File: config.mk
export PLATFORM = sky130hd
export DESIGN_NAME = serial_uart_bridge
export DESIGN_NICKNAME = d
export VERILOG_FILES = /design/src/rtl/serial_uart_bridge.sv
export SDC_FILE = /design/constraint.sdc
export NUM_CORES = 1
export LEC_CHECK = 0
export ABC_CLOCK_PERIOD_IN_PS = 2450
export CELL_PAD_IN_SITES_DETAIL_PLACEMENT = 0
export CELL_PAD_IN_SITES_GLOBAL_PLACEMENT = 1
export CORE_UTILIZATION = 31
export DETAILED_ROUTE_END_ITERATION = 8
export HOLD_SLACK_MARGIN = 0.1
export PLACE_DENSITY = 0.64
export SKIP_LAST_GASP = 1
export SLEW_MARGIN = 20
export SYNTH_ARGS = -nofsm -noshare
export SYNTH_HDL_FRONTEND = slang
export SYNTH_SLANG_ARGS = --single-unit
export TNS_END_PERCENT = 100
File: constraint.sdc
create_clock -name clock -period 2.45 [get_ports clock]
set_input_delay 0.245 -clock clock [delete_from_list [all_inputs] [get_ports clock]]
set_output_delay 0.245 -clock clock [all_outputs]
set_load 0.1 [all_outputs]
File: src/rtl/serial_uart_bridge.sv
// 8N1 UART bridge: an RX deserializer feeding a show-ahead byte FIFO, and a TX byte FIFO
// draining into a serializer. Single clock, synchronous active-high reset.
module serial_uart_bridge #(
  parameter int CLKS_PER_BIT  = 16,
  parameter int TX_FIFO_DEPTH = 4,
  parameter int RX_FIFO_DEPTH = 4
) (
  input  logic       clock,
  input  logic       reset,
  input  logic       uart_rx_in,
  output logic       uart_tx_out,
  output logic [7:0] rx_data_out,
  output logic       rx_valid_out,
  input  logic       rx_rden_in,
  input  logic [7:0] tx_data_in,
  input  logic       tx_wren_in,
  output logic       tx_ready_out,
  output logic       tx_busy_out,
  output logic       rx_overrun_out,
  output logic       rx_frame_err_out
);

  localparam int CW  = $clog2(CLKS_PER_BIT);
  localparam int TAW = $clog2(TX_FIFO_DEPTH);
  localparam int RAW = $clog2(RX_FIFO_DEPTH);
  localparam logic [CW-1:0]  BIT_LAST  = CW'(CLKS_PER_BIT - 1);
  localparam logic [CW-1:0]  HALF_LAST = CW'(CLKS_PER_BIT / 2 - 1);
  localparam logic [TAW:0]   TX_FULL   = (TAW + 1)'(TX_FIFO_DEPTH);
  localparam logic [RAW:0]   RX_FULL   = (RAW + 1)'(RX_FIFO_DEPTH);

  typedef enum logic [1:0] {
    S_IDLE  = 2'd0,
    S_START = 2'd1,
    S_DATA  = 2'd2,
    S_STOP  = 2'd3
  } state_t;

  // TX side
  logic [7:0]    tx_mem_r [TX_FIFO_DEPTH];
  logic [TAW-1:0] tx_wr_ptr_r, tx_rd_ptr_r;
  logic [TAW:0]  tx_count_r;
  logic          tx_full_s, tx_push_s, tx_pop_s;
  state_t        tx_state_r;
  logic [CW-1:0] tx_timer_r;
  logic [2:0]    tx_bit_r;
  logic [7:0]    tx_shift_r;
  logic          tx_line_r, tx_busy_r;

  // RX side
  logic          rx_sync1_r, rx_sync2_r, rx_prev_r;
  logic          rx_fall_s;
  state_t        rx_state_r;
  logic [CW-1:0] rx_timer_r;
  logic [2:0]    rx_bit_r;
  logic [7:0]    rx_shift_r;
  logic          rx_push_r;
  logic [7:0]    rx_byte_r;
  logic          rx_frame_err_r, rx_overrun_r;
  logic [7:0]    rx_mem_r [RX_FIFO_DEPTH];
  logic [RAW-1:0] rx_wr_ptr_r, rx_rd_ptr_r;
  logic [RAW:0]  rx_count_r;
  logic          rx_full_s, rx_pop_s, rx_push_ok_s;

  assign tx_full_s = (tx_count_r == TX_FULL);
  assign tx_push_s = tx_wren_in && !tx_full_s;
  assign tx_pop_s  = (tx_state_r == S_IDLE) && (tx_count_r != '0);

  // TX FIFO storage, pointers and occupancy
  always_ff @(posedge clock) begin
    if (reset) begin
      tx_wr_ptr_r <= '0;
      tx_rd_ptr_r <= '0;
      tx_count_r  <= '0;
    end else begin
      if (tx_push_s) begin
        tx_mem_r[tx_wr_ptr_r] <= tx_data_in;
        tx_wr_ptr_r <= tx_wr_ptr_r + TAW'(1);
      end
      if (tx_pop_s) begin
        tx_rd_ptr_r <= tx_rd_ptr_r + TAW'(1);
      end
      case ({tx_push_s, tx_pop_s})
        2'b10:   tx_count_r <= tx_count_r + (TAW + 1)'(1);
        2'b01:   tx_count_r <= tx_count_r - (TAW + 1)'(1);
        default: tx_count_r <= tx_count_r;
      endcase
    end
  end

  // TX serializer FSM; the FIFO head moves into the shift register on leaving IDLE
  always_ff @(posedge clock) begin
    if (reset) begin
      tx_state_r <= S_IDLE;
      tx_timer_r <= '0;
      tx_bit_r   <= 3'd0;
      tx_shift_r <= 8'h00;
    end else begin
      case (tx_state_r)
        S_IDLE: begin
          tx_timer_r <= '0;
          tx_bit_r   <= 3'd0;
          if (tx_pop_s) begin
            tx_shift_r <= tx_mem_r[tx_rd_ptr_r];
            tx_state_r <= S_START;
          end
        end
        S_START: begin
          if (tx_timer_r == BIT_LAST) begin
            tx_timer_r <= '0;
            tx_state_r <= S_DATA;
          end else begin
            tx_timer_r <= tx_timer_r + CW'(1);
          end
        end
        S_DATA: begin
          if (tx_timer_r == BIT_LAST) begin
            tx_timer_r <= '0;
            tx_shift_r <= {1'b0, tx_shift_r[7:1]};
            tx_bit_r   <= tx_bit_r + 3'd1;
            if (tx_bit_r == 3'd7) begin
              tx_state_r <= S_STOP;
            end
          end else begin
            tx_timer_r <= tx_timer_r + CW'(1);
          end
        end
        S_STOP: begin
          if (tx_timer_r == BIT_LAST) begin
            tx_timer_r <= '0;
            tx_state_r <= S_IDLE;
          end else begin
            tx_timer_r <= tx_timer_r + CW'(1);
          end
        end
        default: tx_state_r <= S_IDLE;
      endcase
    end
  end

  // Line and busy are registered from the state, so both lag it by one cycle and stay aligned
  always_ff @(posedge clock) begin
    if (reset) begin
      tx_line_r <= 1'b1;
      tx_busy_r <= 1'b0;
    end else begin
      tx_busy_r <= (tx_state_r != S_IDLE);
      case (tx_state_r)
        S_START: tx_line_r <= 1'b0;
        S_DATA:  tx_line_r <= tx_shift_r[0];
        default: tx_line_r <= 1'b1;
      endcase
    end
  end

  // Two-flop synchronizer plus previous-value flop for falling-edge detection
  always_ff @(posedge clock) begin
    if (reset) begin
      rx_sync1_r <= 1'b1;
      rx_sync2_r <= 1'b1;
      rx_prev_r  <= 1'b1;
    end else begin
      rx_sync1_r <= uart_rx_in;
      rx_sync2_r <= rx_sync1_r;
      rx_prev_r  <= rx_sync2_r;
    end
  end

  assign rx_fall_s = rx_prev_r && !rx_sync2_r;

  // RX deserializer FSM; a low line after a bad stop bit needs a fresh high-to-low edge
  always_ff @(posedge clock) begin
    if (reset) begin
      rx_state_r     <= S_IDLE;
      rx_timer_r     <= '0;
      rx_bit_r       <= 3'd0;
      rx_shift_r     <= 8'h00;
      rx_push_r      <= 1'b0;
      rx_byte_r      <= 8'h00;
      rx_frame_err_r <= 1'b0;
    end else begin
      rx_push_r <= 1'b0;
      case (rx_state_r)
        S_IDLE: begin
          rx_timer_r <= '0;
          rx_bit_r   <= 3'd0;
          if (rx_fall_s) begin
            rx_state_r <= S_START;
          end
        end
        S_START: begin
          if (rx_timer_r == HALF_LAST) begin
            rx_timer_r <= '0;
            rx_state_r <= rx_sync2_r ? S_IDLE : S_DATA;
          end else begin
            rx_timer_r <= rx_timer_r + CW'(1);
          end
        end
        S_DATA: begin
          if (rx_timer_r == BIT_LAST) begin
            rx_timer_r <= '0;
            rx_shift_r <= {rx_sync2_r, rx_shift_r[7:1]};
            rx_bit_r   <= rx_bit_r + 3'd1;
            if (rx_bit_r == 3'd7) begin
              rx_state_r <= S_STOP;
            end
          end else begin
            rx_timer_r <= rx_timer_r + CW'(1);
          end
        end
        S_STOP: begin
          if (rx_timer_r == BIT_LAST) begin
            rx_timer_r <= '0;
            rx_state_r <= S_IDLE;
            if (rx_sync2_r) begin
              rx_push_r <= 1'b1;
              rx_byte_r <= rx_shift_r;
            end else begin
              rx_frame_err_r <= 1'b1;
            end
          end else begin
            rx_timer_r <= rx_timer_r + CW'(1);
          end
        end
        default: rx_state_r <= S_IDLE;
      endcase
    end
  end

  assign rx_full_s    = (rx_count_r == RX_FULL);
  assign rx_pop_s     = rx_rden_in && (rx_count_r != '0);
  assign rx_push_ok_s = rx_push_r && (!rx_full_s || rx_pop_s);

  // RX FIFO storage, pointers, occupancy and sticky overrun
  always_ff @(posedge clock) begin
    if (reset) begin
      rx_wr_ptr_r  <= '0;
      rx_rd_ptr_r  <= '0;
      rx_count_r   <= '0;
      rx_overrun_r <= 1'b0;
    end else begin
      if (rx_push_ok_s) begin
        rx_mem_r[rx_wr_ptr_r] <= rx_byte_r;
        rx_wr_ptr_r <= rx_wr_ptr_r + RAW'(1);
      end
      if (rx_pop_s) begin
        rx_rd_ptr_r <= rx_rd_ptr_r + RAW'(1);
      end
      if (rx_push_r && !rx_push_ok_s) begin
        rx_overrun_r <= 1'b1;
      end
      case ({rx_push_ok_s, rx_pop_s})
        2'b10:   rx_count_r <= rx_count_r + (RAW + 1)'(1);
        2'b01:   rx_count_r <= rx_count_r - (RAW + 1)'(1);
        default: rx_count_r <= rx_count_r;
      endcase
    end
  end

  assign uart_tx_out      = tx_line_r;
  assign tx_busy_out      = tx_busy_r;
  assign tx_ready_out     = !tx_full_s;
  assign rx_valid_out     = (rx_count_r != '0);
  assign rx_data_out      = rx_valid_out ? rx_mem_r[rx_rd_ptr_r] : 8'h00;
  assign rx_overrun_out   = rx_overrun_r;
  assign rx_frame_err_out = rx_frame_err_r;

endmodule
==> impl_metrics.csv, run 1 <==
group,metric,value,unit
outcome,status,"completed",
layout,mostFrequentLayoutCell,"dfxtp_1",
logic_synthesis,synth_cells,434,
placed_design,dpl.hpwl,6515,um
route,vias,3268,
logic_synthesis,syn_nets,468,
global_routing,grt_max_degree,34,
route,drtIter0Drc,106,
global_routing,grt_antenna_before_repair,0,
layout,stdcell_count,702,
sta,setup_tns,0,ns
floorplan,fp.coreArea,0.01724,mm2
logic_synthesis,synth_simple_gate_area_share,12.73,%
logic_synthesis,synth_area,0.005435,mm2
clock_tree,cts_sinks,132,
floorplan,dieHeight,134.4,um
logic_synthesis,synth-adder-area-share,5.110,%
clock_tree,cts_root_buf,"clkbuf_16",
route,route.layer.met1.wl,4485,um
placed_design,finalWeightedCongestion,0.7459,
route,wl_met2,4579,um
logic_synthesis,muxShareOfSynthArea,8.287,%
critical_path,endpoint_kind,"register",
route,drt-wirelength-per-cell,13.54,um
logic_synthesis,synth_compound_area_share,7.896,%
sta,fin_crit,2.263,ns
sta,worst_slew_pin_slew,0.6454,ns
floorplan,die_x,134.4,um
pwr,power_density,962.5,mW/mm2
layout,layout_common_cells,"dfxtp_1 (67), edfxtp_1 (64), nor2_1 (42)",
logic_synthesis,synth_ff_type,"dfxtp_1",
route,dr.pass1.iters,4,
layout,n_antenna_cell,0,
sta,period_share,92.35,%
critical_path,crit_fanout,6,
floorplan,placementRows,48,
sta,hold_violations,0,
placed_design,portBuffers,26,
global_routing,grt_usage,11.67,%
clock_tree,htree_levels,4,
route,routed_wl,9503,um
global_routing,grt_pass1_vias,3372,
route,highest_layer,"met4",
sta,finalSetupViolCount,0,
logic_synthesis,synth_xor_area_share,2.417,%
logic_synthesis,synth-edff-count,64,
floorplan,initial_core_util,31.53,%
global_routing,overflow,0,
pwr,leakage,2.279,nW
layout,fin_nets,498,
clock_tree,cts_buffers,17,
pwr,ir_drop,528.0,uV
critical_path,critPathLaunchType,"register",
floorplan,io_pins,27,
clock_tree,path_clk_slew,0.06,ns
worst_hold_path,hp-class,"input pin to register",
sta,timing.final.ws_setup,0.1874,ns
logic_synthesis,syn_area_per_cell,12.52,um2
logic_synthesis,ys_warn_count,0,
sta,drv_slew,0,
logic_synthesis,ys_seq_elements,132,
placed_design,dp_cells,670,
route,antenna_left,0,
logic_synthesis,async_flop_share,0,%
layout,synthToLayoutAreaGrowth,20.03,%
critical_path,crit_required,2.80,ns
route,vias_per_cell,4.655,
logic_synthesis,synth.distinct_cells,47,
critical_path,path_class,"register to register",
sta,rsz0062_at_grt,"false",
global_routing,grt_pass1_wl,16190,um
critical_path,reg2reg_setup_slack,0.19,ns
clock_tree,cts_setup_buffers,0,
layout,drive_above_1_share,18.03,%
route,drc,0,
route,wl_met3,280,um
placed_design,place_ws,-0.007154,ns
logic_synthesis,ys_seq_area_share,60.41,%
critical_path,arrival,2.61,ns
floorplan,die_area,0.01807,mm2
logic_synthesis,synth_top_family_by_area,"simple AND/OR/NAND/NOR gates",
clock_tree,cts_buffer_depth,2,
sta,skew,0.007819,ns
clock_tree,clk_latency,0.42,ns
sta,fmax,0.4420,GHz
flow_run,cap_violations,0,
clock_tree,cts_tree,"yes",
sta,slew_headroom,56.89,%
-- timing repair --
item | 4_1_cts | 5_1_grt
hold buffers | 0 | 0
endpoints found under the hold margin | 0 | 0
endpoints found under the setup margin | 0 | 1
gates resized for setup | 0 | 1
-- flip-flops by register name, indices dropped and copies added, names as in the netlist, 2 cells and up, named ones only --
name         flops
rx_rd_ptr_r      2
tx_shift_r       8
tx_timer_r       4
rx_byte_r        8
rx_count_r       3
tx_wr_ptr_r      2
rx_shift_r       8
tx_state_r       2
tx_mem_r        32
rx_timer_r       4
tx_rd_ptr_r      2
rx_mem_r        32
rx_wr_ptr_r      2
tx_bit_r         3
tx_count_r       3
rx_bit_r         3
-- cell usage after synthesis (2+ instances only) --
library cell	number	share of area (%)
a211oi_1	2	0.28
a211oi_2	7	1.6
a21oi_1	24	2.2
a221oi_1	3	0.48
a22oi_1	4	0.55
a31oi_1	2	0.23
and2_1	16	1.8
and3_1	4	0.46
and4_1	2	0.32
buf_2	8	0.74
clkbuf_1	12	0.83
dfxtp_1	68	25
edfxtp_1	64	35
fa_1	2	0.74
ha_1	19	4.4
inv_1	18	1.2
mux2i_1	9	1.7
mux4_2	16	6.6
nand2_1	39	2.7
nand2b_1	3	0.35
nand3_1	10	0.92
nand3b_1	5	0.69
nor2_1	42	2.9
nor2b_1	2	0.23
nor3_1	3	0.28
o2111ai_1	2	0.32
o21ai_0	7	0.64
o22ai_1	2	0.23
or2_2	4	0.46
or3_1	4	0.46
or3b_2	2	0.32
xnor2_1	7	1.1
xor2_1	8	1.3
-- stage by stage --
stage	power (mW)	instance area, um2	utilization, %	hold slack [ns]
CTS	6.378	6523	37.84	0.3640
floorplan	3.779	5438	-	0.3439
global placement	3.986	5976	34.67	0.3966
global route	6.622	6524	37.85	0.4058
detailed placement	4.030	5976	34.67	0.3999
finish	6.279	6524	37.85	0.3683
-- critical path, cell delays in order (launching register included) --
cell and delay (ns):
dfxtp_1 0.37, or3b_4 0.44, nand2_1 0.15, ha_1 0.20
inv_1 0.06, fa_1 0.37, xor2_1 0.16, or3_1 0.31
a21oi_1 0.14
-- routing by layer --
metal	vias to the layer above	track usage [%]
met2	39	18.88
met4	0	4.869
li1	1614	-
met3	12	3.704
met1	1603	14.34
met5	-	0
-- power by group --
part           switching (mW)  internal, mW
Sequential              0.146          2.48
Clock                    1.00          1.32
Combinational           0.743         0.590
Total                    1.89          4.39
-- layout make-up --
class / count / area, um2
Inverter: 18 / 67.56
Multi-Input combinational cell: 262 / 1983
Tap cell: 225 / 281.5
Fill cell: 1655 / 10710
Clock inverter: 14 / 117.6
Sequential cell: 132 / 3284
Clock buffer: 18 / 429.2
Timing Repair Buffer: 33 / 360.3
-- path summary, 6_finish.rpt --
check                                   start              to  cells after the start
worst min register to register     rx_sync1_r      rx_sync2_r                      1
worst max register to register  tx_count_r[0]   tx_count_r[2]                      8
worst max-delay path            tx_count_r[0]   tx_count_r[2]                      8
worst min-delay path                    reset  tx_wr_ptr_r[0]                      3
-- kinds of logic (layout without fill, tap and decap cells) --
kind of cell	count (synthesis)	in the layout
xor gates and xnor gates	15	15
buffers and inverters	40	83
DFF	132	132
adders and majority gates	21	21
muxes	25	25
and+or+nand+nor	141	141
AOI/OAI and AO/OA	60	60
(Power assumes the default switching activity.)
==> inputs of run 2 (changes only) <==
Settings changed: CTS_BUF_LIST set to sky130_fd_sc_hd__clkbuf_4 sky130_fd_sc_hd__clkbuf_8.
==> impl_metrics.csv, run 2 (synthesized netlist as in run 1, its figures left out) <==
group,metric,value,unit
outcome,status,"completed",
flow_run,cap_violations,0,
clock_tree,cts_setup_buffers,0,
route,drc,0,
floorplan,die_x,134.4,um
critical_path,crit_required,2.81,ns
layout,fin_area,0.006336,mm2
critical_path,endpoint_kind,"register",
floorplan,fp.coreArea,0.01724,mm2
critical_path,max_stage_delay,0.44,ns
floorplan,io_pins,27,
floorplan,initial_core_util,31.53,%
layout,largestRegisters,"rx_mem_r: 32 flops, tx_mem_r: 32 flops",
sta,rsz0062_at_grt,"false",
global_routing,grt_pass1_wl,15970,um
route,drt-wirelength-per-cell,13.42,um
clock_tree,cts_tree,"yes",
clock_tree,path_clk_slew,0.08,ns
global_routing,grt_antenna_before_repair,0,
floorplan,die_area,0.01807,mm2
sta,skew,0.01196,ns
placed_design,portBuffers,26,
critical_path,cp_cell_sequence,"or3b_4, nand2_1, ha_1, inv_1, fa_1, xor2_1, or3_1, a21oi_1",
layout,fin_nets,498,
sta,worst_slew_pin_slew,0.6391,ns
sta,fmax,0.4414,GHz
global_routing,grt_pass1_vias,3373,
sta,fin_crit,2.266,ns
critical_path,cp_top_family,"simple AND/OR/NAND/NOR gates",
pwr,ir_drop,383.5,uV
sta,period_share,92.47,%
sta,hold_violations,0,
placed_design,finalWeightedCongestion,0.7459,
sta,slew_headroom,57.30,%
placed_design,place_area,0.005976,mm2
pwr,leakage,2.195,nW
layout,mostFrequentLayoutCell,"dfxtp_1",
clock_tree,hold_buffers,0,
route,dr.pass1.iters,4,
layout,n_antenna_cell,0,
pwr,finalPower,5.594,mW
clock_tree,cts_buffers,17,
clock_tree,cts_root_buf,"clkbuf_8",
pwr,power_density,882.9,mW/mm2
clock_tree,cts_buffer_depth,2,
sta,setup_tns,0,ns
critical_path,r2r_start,"tx_count_r[0]",
layout,layout_common_cells,"dfxtp_1 (67), edfxtp_1 (64), nor2_1 (42)",
critical_path,r2r-end,"tx_count_r[2]",
floorplan,placementRows,48,
clock_tree,htree_levels,4,
global_routing,overflow,0,
critical_path,rr_worst_depth,8,
clock_tree,clk_latency,0.43,ns
clock_tree,cts_sinks,132,
layout,synthToLayoutAreaGrowth,16.57,%
worst_hold_path,min_from,"reset",
route,vias,3241,
critical_path,critPathLaunchType,"register",
critical_path,critPathBufInv,1,
layout,finish.utilization,36.76,%
layout,fillers,1680,
placed_design,dpl.hpwl,6515,um
global_routing,grt_max_degree,34,
sta,drv_slew,0,
route,antenna_left,0,
critical_path,crit_slowest_cell,"or3b_4",
route,drtIter0Drc,123,
critical_path,crit_fanout,6,
critical_path,arrival,2.63,ns
layout,drive_above_1_share,18.24,%
worst_hold_path,min_path_cells,3,
worst_hold_path,hold_path_end,"tx_wr_ptr_r[0]",
critical_path,reg2reg_setup_slack,0.18,ns
global_routing,grt_usage,11.51,%
route,vias_per_cell,4.617,
worst_hold_path,hp-class,"input pin to register",
route,routed_wl,9424,um
floorplan,dieHeight,134.4,um
critical_path,path_class,"register to register",
sta,finalSetupViolCount,0,
run 2: cell count changes in the layout (fill, tap and decap cells not counted):
| cell | change |
|---|---|
| clkbuf_1 | -1 |
| clkbuf_8 | +17 |
| clkbuf_16 | -17 |
| clkbuf_4 | +1 |
run 2: how the worst max path moves through the flow:
| stage | cells past startpoint | from | to | slack (ns) |
|---|---|---|---|---|
| finish | 8 | tx_count_r[0] | tx_count_r[2] | 0.18 |
| detailed placement | 8 | rx_rden_in | rx_count_r[2] | -0.007 |
| floorplan | 8 | tx_count_r[2] | tx_count_r[2] | 0.1 |
| CTS | 3 | register | rx_data_out[5] | 0.02 |
| global route | 8 | tx_count_r[0] | tx_count_r[2] | 0.08 |
| global placement | 8 | rx_rden_in | rx_count_r[2] | 0.06 |
run 2: tightest hold or removal path, cell delays in order:
cell and delay, ns:
buf_2 0.14, buf_4 0.24, nor2_1 0.12
run 2: cell type report:
cell class	instances	area, um2	area share [%]
tap	225	281.5	4.443
sequential	132	3284	51.84
clock inverter	14	117.6	1.856
clock buffer	18	241.5	3.811
inverter	18	67.56	1.066
timing repair buffer	33	360.3	5.687
multi-input combinational	262	1983	31.30
run 2: routing by layer:
metal  GRT usage, %  vias up  wire [um]
met5              0        -          0
met4          5.056        0        135
met3          3.590       12        277
met2          18.57       46       4585
met1          14.15     1575       4426
li1               -     1608          -
run 2: through the flow:
step	hold slack [ns]	cells	setup slack, ns
3_3_place_gp	0.3966	670	0.05804
2_1_floorplan	0.3439	434	0.09998
5_1_grt	0.3661	702	0.08310
4_1_cts	0.3294	702	0.02081
6_report	0.3507	702	0.1845
3_5_place_dp	0.3999	670	-0.007154
run 2: where the power goes:
group	switching, mW	internal, mW	leakage [nW]	total, mW
logic	0.739	0.590	0.877	1.33
registers	0.145	2.48	1.14	2.62
clock network	0.906	0.738	0.178	1.64
run 2: repair_timing:
action                                 4_1_cts  5_1_grt
gates resized for setup                      0        1
setup endpoints to repair                    0        8
endpoints found under the hold margin        0        0
==> inputs of run 3 (changes only) <==
Settings changed: HOLD_SLACK_MARGIN 0.1 to 0.15.
==> results of run 3 <==
No change in the layout: final DEF, timing and power equal those of run 2.
